**src/rtl/ship_pkg.sv**
```systemverilog
// Shared types and constants for the player-ship state controller.
// Headings are one-hot vectors in {up,down,right,left} order.
package ship_pkg;

    localparam int unsigned CNT_W = 8;

    typedef enum logic [2:0] {
        IDLE,
        ALIVE,
        EXPLODE,
        RESPAWN,
        GAME_OVER
    } ship_state_t;

    localparam logic [3:0] DIR_UP    = 4'b1000;
    localparam logic [3:0] DIR_DOWN  = 4'b0100;
    localparam logic [3:0] DIR_RIGHT = 4'b0010;
    localparam logic [3:0] DIR_LEFT  = 4'b0001;

    function automatic logic is_onehot4(input logic [3:0] v);
        return (v != 4'd0) && ((v & (v - 4'd1)) == 4'd0);
    endfunction

endpackage

```
**src/rtl/ship_state_ctrl_frame_counter.sv**
```systemverilog
// Frame counter for explosion and invulnerability timing: tick-qualified increment,
// priority clear, equality terminal compare. SHIP_BLINK_EN selects the blink phase output.
module frame_counter
    import ship_pkg::*;
(
    input  logic             clk_i,
    input  logic             rst_ni,
    input  logic             tick_i,
    input  logic             inc_en_i,
    input  logic             clr_i,
    input  logic [CNT_W-1:0] term_i,
    output logic             at_term_o,
    output logic             phase_o
);

    logic [CNT_W-1:0] cnt_q;
    logic [CNT_W-1:0] cnt_d;

    // NOTE: combinational blocks assign every output a default first so no path leaves a latch.
    always_comb begin
        cnt_d = cnt_q;
        if (clr_i) begin
            cnt_d = '0;
        end else if (tick_i && inc_en_i) begin
            cnt_d = cnt_q + CNT_W'(1);
        end
    end

    // NOTE: state registers use non-blocking assignment so every flop samples pre-edge values.
    always_ff @(posedge clk_i) begin
        if (!rst_ni) begin
            cnt_q <= '0;
        end else begin
            cnt_q <= cnt_d;
        end
    end

    assign at_term_o = (cnt_q == term_i);

    // Blink phase follows the count the ship will show next frame; constant when compiled out.
`ifdef SHIP_BLINK_EN
    assign phase_o = cnt_d[3];
`else
    assign phase_o = 1'b1;
`endif

endmodule

```
**src/rtl/ship_state_ctrl.sv**
```systemverilog
// Player-ship frame sequencer: steering latch, hit capture, explosion/respawn/game-over flow.
// Optional SHIP_BLINK_EN makes the ship blink during the post-respawn invulnerability window.
module ship_state_ctrl
    import ship_pkg::*;
#(
    parameter int unsigned LIVES_INIT    = 3,
    parameter int unsigned EXP_FRAMES    = 32,
    parameter int unsigned INVULN_FRAMES = 120
) (
    input  logic       VGA_Clk,
    input  logic       Reset_n,
    input  logic       frame_tick,
    input  logic       start,
    input  logic [3:0] key_dir,
    input  logic       hit,
    output logic [3:0] direction,
    output logic       collision,
    output logic       ship_visible,
    output logic       hit_enable,
    output logic [2:0] lives,
    output logic       game_over
);

    localparam logic [2:0]       LIVES_LOAD = 3'(LIVES_INIT);
    localparam logic [CNT_W-1:0] EXP_TERM   = CNT_W'(EXP_FRAMES - 1);
    localparam logic [CNT_W-1:0] INV_TERM   = CNT_W'(INVULN_FRAMES - 1);

    ship_state_t state_q, state_d;
    logic [3:0]  dir_q, dir_d;
    logic [2:0]  lives_q, lives_d;
    logic        hit_pend_q, hit_pend_d;
    logic        collision_q, collision_d;
    logic        ship_visible_q, ship_visible_d;
    logic        hit_enable_q, hit_enable_d;
    logic        game_over_q, game_over_d;

    logic             hit_now;
    logic             steer;
    logic             cnt_clr;
    logic             cnt_run;
    logic             cnt_at_term;
    logic             blink_phase;
    logic [CNT_W-1:0] cnt_term;

    assign cnt_run  = (state_q == EXPLODE) || (state_q == RESPAWN);
    assign cnt_term = (state_q == EXPLODE) ? EXP_TERM : INV_TERM;

    frame_counter u_frame_counter (
        .clk_i     (VGA_Clk),
        .rst_ni    (Reset_n),
        .tick_i    (frame_tick),
        .inc_en_i  (cnt_run),
        .clr_i     (cnt_clr),
        .term_i    (cnt_term),
        .at_term_o (cnt_at_term),
        .phase_o   (blink_phase)
    );

    always_comb begin
        state_d    = state_q;
        dir_d      = dir_q;
        lives_d    = lives_q;
        cnt_clr    = 1'b0;
        // A hit arriving on the consuming tick itself still counts on that tick.
        hit_now    = hit_pend_q | (hit & hit_enable_q);
        hit_pend_d = hit_now;
        steer      = frame_tick && is_onehot4(key_dir);

        case (state_q)
            IDLE, GAME_OVER: begin
                if (start) begin
                    lives_d = LIVES_LOAD;
                    dir_d   = DIR_UP;
                    cnt_clr = 1'b1;
                    state_d = ALIVE;
                end
            end
            ALIVE: begin
                if (frame_tick) begin
                    hit_pend_d = 1'b0;
                    if (hit_now) begin
                        lives_d = lives_q - 3'd1;
                        cnt_clr = 1'b1;
                        state_d = EXPLODE;
                    end else if (steer) begin
                        dir_d = key_dir;
                    end
                end
            end
            EXPLODE: begin
                if (frame_tick && cnt_at_term) begin
                    cnt_clr = 1'b1;
                    if (lives_q == 3'd0) begin
                        state_d = GAME_OVER;
                    end else begin
                        dir_d   = DIR_UP;
                        state_d = RESPAWN;
                    end
                end
            end
            RESPAWN: begin
                if (steer) begin
                    dir_d = key_dir;
                end
                if (frame_tick && cnt_at_term) begin
                    cnt_clr = 1'b1;
                    state_d = ALIVE;
                end
            end
            default: begin
                state_d = IDLE;
            end
        endcase

        // Outputs are registered from the next state so they line up with it.
        collision_d    = (state_d == EXPLODE);
        hit_enable_d   = (state_d == ALIVE);
        game_over_d    = (state_d == GAME_OVER);
        ship_visible_d = 1'b0;
        case (state_d)
            ALIVE, EXPLODE: ship_visible_d = 1'b1;
            RESPAWN:        ship_visible_d = blink_phase;
            default:        ship_visible_d = 1'b0;
        endcase
    end

    always_ff @(posedge VGA_Clk) begin
        if (!Reset_n) begin
            state_q        <= IDLE;
            dir_q          <= DIR_UP;
            lives_q        <= 3'd0;
            hit_pend_q     <= 1'b0;
            collision_q    <= 1'b0;
            ship_visible_q <= 1'b0;
            hit_enable_q   <= 1'b0;
            game_over_q    <= 1'b0;
        end else begin
            state_q        <= state_d;
            dir_q          <= dir_d;
            lives_q        <= lives_d;
            hit_pend_q     <= hit_pend_d;
            collision_q    <= collision_d;
            ship_visible_q <= ship_visible_d;
            hit_enable_q   <= hit_enable_d;
            game_over_q    <= game_over_d;
        end
    end

    assign direction    = dir_q;
    assign collision    = collision_q;
    assign ship_visible = ship_visible_q;
    assign hit_enable   = hit_enable_q;
    assign lives        = lives_q;
    assign game_over    = game_over_q;

endmodule

```
**config.mk**
```make
export PLATFORM = sky130hd
export DESIGN_NAME = ship_state_ctrl
export DESIGN_NICKNAME = d
export VERILOG_FILES = /design/src/rtl/ship_pkg.sv /design/src/rtl/ship_state_ctrl_frame_counter.sv /design/src/rtl/ship_state_ctrl.sv
export SDC_FILE = /design/constraint.sdc
export NUM_CORES = 1
export LEC_CHECK = 0
export BUFFER_PORTS_ARGS = -buffer_cell sky130_fd_sc_hd__buf_2
export CAP_MARGIN = 20
export CORE_MARGIN = 4
export CORE_UTILIZATION = 30
export DETAILED_ROUTE_END_ITERATION = 8
export GPL_TIMING_DRIVEN = 0
export SKIP_CTS_REPAIR_TIMING = 1
export SLEW_MARGIN = 20
export SYNTH_ARGS = -nofsm -noshare
export SYNTH_HDL_FRONTEND = slang
export SYNTH_SLANG_ARGS = --single-unit
```
**constraint.sdc**
```tcl
create_clock -name VGA_Clk -period 4.9 [get_ports VGA_Clk]
set_clock_uncertainty 0.05 [all_clocks]
set_input_delay 0.98 -clock VGA_Clk [delete_from_list [all_inputs] [get_ports VGA_Clk]]
set_output_delay 0.98 -clock VGA_Clk [all_outputs]
set_load 0.005 [all_outputs]
```
==> impl_results.md, run 1 <==
- CTS tree: done
- Standard-cell row count: 22
- Synth Cell Area: 1137 um^2
- Clock Sinks: 23
- Final GP Congestion: 0.8270
- Initial drt markers: 24
- Ys flop type: dfxtp_1
- Pre-antenna DRT Iters: 4
- Syn nets: 139
- Layout cells sized above 1: 0.2013
- Most frequent cell after synthesis: dfxtp_1
- Die ar.: 4840 um^2
- # port buffers: 18
- CP endpoint kind: register
- Post-Layout Inst Area: 1334 um^2
- Global-route wire length before repair: 3995 um
- RSZ-0062 raised after global routing: false
- Post-route ant nets: 0
- Crit Path Class: in -> reg
- Leakage: 0.5166 nW
- Clock transition at path regs: 0.08 ns
- Tot GR Track Use: 0.1018
- CTS Buffer Depth: 2
- DP Cell Count: 193
- Overflow after GRT: 0
- WP buf/inv: 2
- Area leader, netlist: dfxtp_1
- Setup TNS Final: 0 ns
- Top post-synthesis cells by count: dfxtp_1 (23), nor2_1 (17), nand2_1 (11)
- Worst path max stage delay: 0.37 ns
- FF-to-FF setup slack: 2.92 ns
- Synth area leaders: dfxtp_1 (40%), nor2_1 (5.6%), xor2_1 (5.4%)
- Number of max-cap violations: 0
- # DRC: 0
- Multi-input gate area: 654.4 um^2
- Register bit total from synthesis: 23
- Rel. slew slack: 0.6152
- Worst path top cell family by delay: buffers and inverters
- Seq/Total Area, Yosys: 0.4048
- Initial antenna violation count: 0
- Startpoint Class: input pin
- Core Area: 3661 um^2
- Clock buffer count from CTS: 3
- Die X: 69.57 um
- Cell Count, Final, Fillers Out: 197
- Crit path DAT: 2.29 ns
- Pin count of the biggest net entering global routing: 14
- Post-Route WL: 2388 um
- Placed cell area: 1287 um^2
- Routed via count: 952
- Outcome: completed
- Register Area: 460.4 um^2
- Final worst path period share: 0.4367
- CP cell instances: clkbuf_1, clkinv_1, nor3_1, o21ai_2, nor2_1
- Crit Path Max Fanout: 10
- Final Setup Violations: 0
- Core Util, Final: 0.3643
- Hold Path Class: reg -> reg
- Post-route minimum period: 2.140 ns
- DP HPWL: 1855 um
- Power per cell area: 293.4 nW/um^2
- Worst Tran Pin Value: 0.5747 ns
- Critical path data required time: 5.05 ns
- H-tree depth: 1
- Clock Root Buffer: clkbuf_8
- Synth unique cells: 39
- Die H: 69.57 um
- Post-synth ARST share: 0
- # IOs: 20
- Synth warn: 0
- Wirelength per Cell: 12.12 um
- Starting Density: 0.3107
- Hold_ws: 0.4208 ns
- Yosys top cell area share: 0.4048
- P&R area growth vs syn: 17.27%
- Worst-Skew Late Latency: 0.26 ns
- Final hold viol count: 0
- Vias in the first global route: 918
- Synth Instances: 127
- Vias per cell: 4.832
- Crit path max-delay cell type: clkinv_1
- Fill count: 376
- N_diodes: 0
- Number of synthesized flops with an enable pin: 0
- Worst vdd ir: 0.0001885 V
- Fmax: 467.3 MHz
- Nets@finish: 162
- Final slew viol count: 0
- Syn avg cell area: 8.955 um^2
cell type report:
class,count,share of cell area
Inverter,4,0.01126
Sequential cell,23,0.3452
Clock inverter,1,0.003752
Buffer,2,0.005629
Timing Repair Buffer,18,0.06754
Tap cell,48,0.04503
Clock buffer,3,0.03096
Multi-Input combinational cell,98,0.4906
per-layer routing:
layer  up-vias  routed length [um]  track usage
li1        492                   -            -
met1       438                1046       0.1101
met2        20                1171       0.1748
met3         2                 162      0.04783
met4         0                   8      0.03254
met5         -                   0            0
logic make-up (layout without fill, tap and decap cells):
| logic type | Yosys count | count (layout) | share of synthesized area |
|---|---|---|---|
| adder cells (fa/ha/maj) | 3 | 3 | 0.03301 |
| AND/OR/NAND/NOR | 61 | 61 | 0.2981 |
| multiplexers | 6 | 6 | 0.05610 |
| AO/OA/AOI/OAI | 19 | 19 | 0.1188 |
| XOR/XNOR | 9 | 9 | 0.06931 |
| flip-flops | 23 | 23 | 0.4048 |
| buffers and inverters | 6 | 28 | 0.01980 |
state kept, by name, indices dropped and copies added, names as in the netlist:
register               flops
ship_visible               1
game_over                  1
collision                  1
direction                  4
u_frame_counter.cnt_q      8
hit_pend_q                 1
hit_enable                 1
state_q                    3
lives                      3
worst reg2reg max path, cell delays in order (launching register included):
cell and delay (ns):
dfxtp_1 0.45, or3b_4 0.46, mux2i_2 0.24, nand3_2 0.16
o311ai_2 0.41, nor3b_1 0.10
cells in the final DEF (no fill, tap or decap), types with 2 or more instances in the layout:
| cell type | count |
|---|---|
| nor3b_1 | 3 |
| clkbuf_8 | 3 |
| a211oi_1 | 3 |
| buf_2 | 18 |
| nor4b_1 | 2 |
| xor2_1 | 7 |
| inv_1 | 3 |
| mux2i_1 | 5 |
| o21ai_0 | 4 |
| nor2b_1 | 2 |
| a21oi_1 | 6 |
| xnor2_1 | 2 |
| nand3b_1 | 2 |
| clkbuf_1 | 2 |
| nor3_1 | 5 |
| nand2_1 | 11 |
| dfxtp_1 | 23 |
| nor2_1 | 17 |
| nand3_1 | 6 |
| ha_1 | 3 |
stage by stage:
| stage | total power, W | setup slack, ns |
|---|---|---|
| after floorplan | 0.0002574 | 2.810 |
| after global placement | 0.0002780 | 2.525 |
| after detailed placement | 0.0002815 | 2.468 |
| after CTS | 0.0003987 | 2.750 |
| after global routing | 0.0004149 | 2.591 |
| final | 0.0003914 | 2.760 |
final timing paths:
path	start	end	cells after the start
hold reg to reg	direction[1]	direction[1]	2
setup / recovery	Reset_n	u_frame_counter.cnt_q[5]	5
setup reg to reg	state_q[1]	collision	5
hold / removal	direction[1]	direction[1]	2
where the power goes:
group	switching (W)	leakage, nW	internal (W)
registers	0.00000698	0.187	0.000197
clock network	0.0000584	0.0255	0.0000567
logic	0.0000407	0.304	0.0000316
total	0.000106	0.517	0.000285
Power figures use the tool's default switching activity.
==> inputs of run 2 (changes only) <==
--- a/config.mk
+++ b/config.mk
@@ -5,6 +5,7 @@
 export SDC_FILE = /design/constraint.sdc
 export NUM_CORES = 1
 export LEC_CHECK = 0
+export ABC_AREA = 1
 export BUFFER_PORTS_ARGS = -buffer_cell sky130_fd_sc_hd__buf_2
 export CAP_MARGIN = 20
 export CORE_MARGIN = 4
==> constraint.sdc (replaced) <==
create_clock -name VGA_Clk -period 2.15 [get_ports VGA_Clk]
set_clock_uncertainty 0.05 [all_clocks]
set_input_delay 0.43 -clock VGA_Clk [delete_from_list [all_inputs] [get_ports VGA_Clk]]
set_output_delay 0.43 -clock VGA_Clk [all_outputs]
set_load 0.005 [all_outputs]
==> run 2 against run 1 <==
  * Worst hold slack lost 0.066 ns
  * Utilization grew 0.92 points
  * Total power grew to 2.5 times the previous value
  * Non-clock buffer count is the same
  * Sequential power grew 140%
  * First-iteration DRC count grew 79%
  * Critical endpoint is now u_frame_counter.cnt_q[7]
==> impl_results.md, run 2 <==
- Startpoint Class: register (was input pin)
- Register bit total from synthesis: 23 (unchanged)
- WP buf/inv: 0 (was 2)
- Routed via count: 1091 (was 952)
- Crit path max-delay cell type: o211ai_2 (was clkinv_1)
- Final Setup Violations: 0 (unchanged)
- Post-route minimum period: 1.684 ns
- Synth unique cells: 27 (was 39)
- Biggest register: u_frame_counter.cnt_q (unchanged)
- Crit Path Max Fanout: 8 (was 10)
- Worst path max stage delay: 0.40 ns (was 0.37 ns)
- N_diodes: 0 (unchanged)
- Leakage: 0.6522 nW (was 0.5166 nW)
- Area leader, netlist: dfxtp_1 (unchanged)
- Hold_ws: 0.3551 ns (was 0.4208 ns)
- Clock buffer count from CTS: 3 (unchanged)
- Worst Tran Pin Value: 0.4435 ns (was 0.5747 ns)
- Clock Sinks: 23 (unchanged)
- RSZ-0062 raised after global routing: false (unchanged)
- CP most frequent cell: nor2_1
- Post-synth ARST share: 0 (unchanged)
- Number of synthesized flops with an enable pin: 0 (unchanged)
- Commonest non-fill, non-tap cell in the layout: nand2_1 (was dfxtp_1)
- Final worst path period share: 0.7832
- Power, Total: 0.0009968 W (was 0.0003914 W)
- Most frequent cells in the layout: nand2_1 (45), nor2_1 (36), dfxtp_1 (23), inv_1 (22), buf_2 (19) (was dfxtp_1 (23), buf_2 (18), nor2_1 (17), nand2_1 (11), xor2_1 (7))
- Number of max-cap violations: 0 (unchanged)
- H-tree depth: 1 (unchanged)
- Core Util, Final: 0.3735 (was 0.3643)
- Worst-Skew Late Latency: 0.27 ns (was 0.26 ns)
- Clock Root Buffer: clkbuf_8 (unchanged)
- CTS tree: done (unchanged)
- Synth area leaders: dfxtp_1 (38%), nand2_1 (14%), nor2_1 (11%) (was dfxtp_1 (40%), nor2_1 (5.6%), xor2_1 (5.4%))
- Worst vdd ir: 0.0002192 V (was 0.0001885 V)
- Synth warn: 0 (unchanged)
- Syn nets: 192 (was 139)
- Final hold viol count: 0 (unchanged)
- Max reg flops: 8 (unchanged)
- Synth Instances: 180 (was 127)
- Fmax: 593.8 MHz
- # IOs: 20 (unchanged)
- Multi-input gate area: 655.6 um^2 (was 654.4 um^2)
- Worst path top cell family by delay: simple AND/OR/NAND/NOR gates (was buffers and inverters)
- Power per cell area: 702.5 nW/um^2 (was 293.4 nW/um^2)
- Overflow after GRT: 0 (unchanged)
- Initial drt markers: 43 (was 24)
- Die H: 71.70 um (was 69.57 um)
- Global-route wire length before repair: 4602 um (was 3995 um)
- Pin count of the biggest net entering global routing: 14 (unchanged)
- Syn avg cell area: 6.763 um^2 (was 8.955 um^2)
- Final slew viol count: 0 (unchanged)
- Post-Route WL: 2482 um (was 2388 um)
- Fill count: 423 (was 376)
- Hold Path Class: in -> reg (was reg -> reg)
- P&R area growth vs syn: 16.55% (was 17.27%)
- DP HPWL: 1916 um (was 1855 um)
- Clock transition at path regs: 0.08 ns (about the same)
- Tot GR Track Use: 0.1131 (was 0.1018)
- Most frequent cell after synthesis: nand2_1 (was dfxtp_1)
- Die X: 71.70 um (was 69.57 um)
- Layout cells sized above 1: 0.1724 (was 0.2013)
- Setup TNS Final: 0 ns (unchanged)
- Wirelength per Cell: 9.888 um (was 12.12 um)
- # DRC: 0 (unchanged)
- Nets@finish: 216 (was 162)
- Yosys top cell area share: 0.3782 (was 0.4048)
- Vias per cell: 4.347 (was 4.832)
- Crit path DAT: 1.79 ns (was 2.29 ns)
- CTS Buffer Depth: 2 (unchanged)
- Core Area: 3799 um^2 (was 3661 um^2)
- Critical path data required time: 2.25 ns (was 5.05 ns)
- Seq/Total Area, Yosys: 0.3782 (was 0.4048)
- Synth Cell Area: 1217 um^2 (was 1137 um^2)
- CP endpoint kind: register (unchanged)
- Pre-antenna DRT Iters: 4 (unchanged)
- Register Area: 460.4 um^2 (unchanged)
- Initial antenna violation count: 0 (unchanged)
- Crit Path Class: reg -> reg (was in -> reg)
- # port buffers: 19 (was 18)
- Post-route ant nets: 0 (unchanged)
- Starting Density: 0.3205 (was 0.3107)
- Outcome: completed (unchanged)
- Standard-cell row count: 22 (unchanged)
- Die ar.: 5141 um^2 (was 4840 um^2)
- Final GP Congestion: 0.8281 (was 0.8270)
- CP cell instances: ha_1, nand2_1, nor2_1, nand3_2, o211ai_2, nor2_1 (was clkbuf_1, clkinv_1, nor3_1, o21ai_2, nor2_1)
- Top post-synthesis cells by count: nand2_1 (45), nor2_1 (36), dfxtp_1 (23) (was dfxtp_1 (23), nor2_1 (17), nand2_1 (11))
- Ys flop type: dfxtp_1 (unchanged)
- Rel. slew slack: 0.7043 (was 0.6152)
- Vias in the first global route: 1033 (was 918)
## run 2: cell count changes after synthesis, moves of 3 or more
cell	change
nand3_1	+3
inv_1	+19
nor2_1	+19
mux2i_1	-5
nor3b_1	-3
xor2_1	-3
a21oi_1	-4
o21bai_1	+3
nand2_1	+34
inv_2	+4
## run 2: stage by stage
stage,std cells,area (um^2),setup WS (ns)
floorplan,180,1217,0.6698
global placement,247,1373,0.4695
detailed placement,247,1373,0.4597
CTS,251,1419,0.4461
global route,251,1419,0.2756
finish,251,1419,0.4660
## run 2: logic make-up after synthesis
kind of cell             synth area share
XOR/XNOR                          0.05036
AND/OR/NAND/NOR                    0.3762
buffers and inverters             0.08324
AO/OA/AOI/OAI                     0.08118
adder cells (fa/ha/maj)           0.03084
flip-flops                         0.3782
## run 2: cell type report
class,instances,area share
inverter,26,0.06878
multi-input combinational,130,0.4621
clock inverter,1,0.003527
timing repair buffer,19,0.06702
sequential,23,0.3245
buffer,1,0.002646
clock buffer,3,0.02910
tap,48,0.04233
## run 2: layer usage
layer	share of wire	global-route usage
met5	0	0
met2	0.42	0.1684
met3	0.038	0.02104
met4	0.026	0.06263
met1	0.52	0.1525
## run 2: worst register-to-register path: cells and delay by family (launching register included)
kind	cells	cell delay, ns
and+or+nand+nor	4	0.55
AOI/OAI and AO/OA	1	0.40
DFF	1	0.39
adders and majority gates	1	0.18
## run 2: worst paths after layout
| check | from | to | slack, ns | cells after the start |
|---|---|---|---|---|
| setup reg to reg | u_frame_counter.cnt_q[0] | u_frame_counter.cnt_q[7] | 0.47 | 6 |
| hold / removal | frame_tick | hit_pend_q | 0.36 | 2 |
| setup / recovery | u_frame_counter.cnt_q[0] | u_frame_counter.cnt_q[7] | 0.47 | 6 |
| hold reg to reg | direction[3] | direction[3] | 0.43 | 2 |
## run 2: where the power goes
| part | internal [W] | switching, W | total (W) | leakage, nW |
|---|---|---|---|---|
| clock network | 0.000130 | 0.000148 | 0.000278 | 0.0255 |
| registers | 0.000462 | 0.0000188 | 0.000481 | 0.188 |
| logic | 0.0000918 | 0.000146 | 0.000238 | 0.439 |
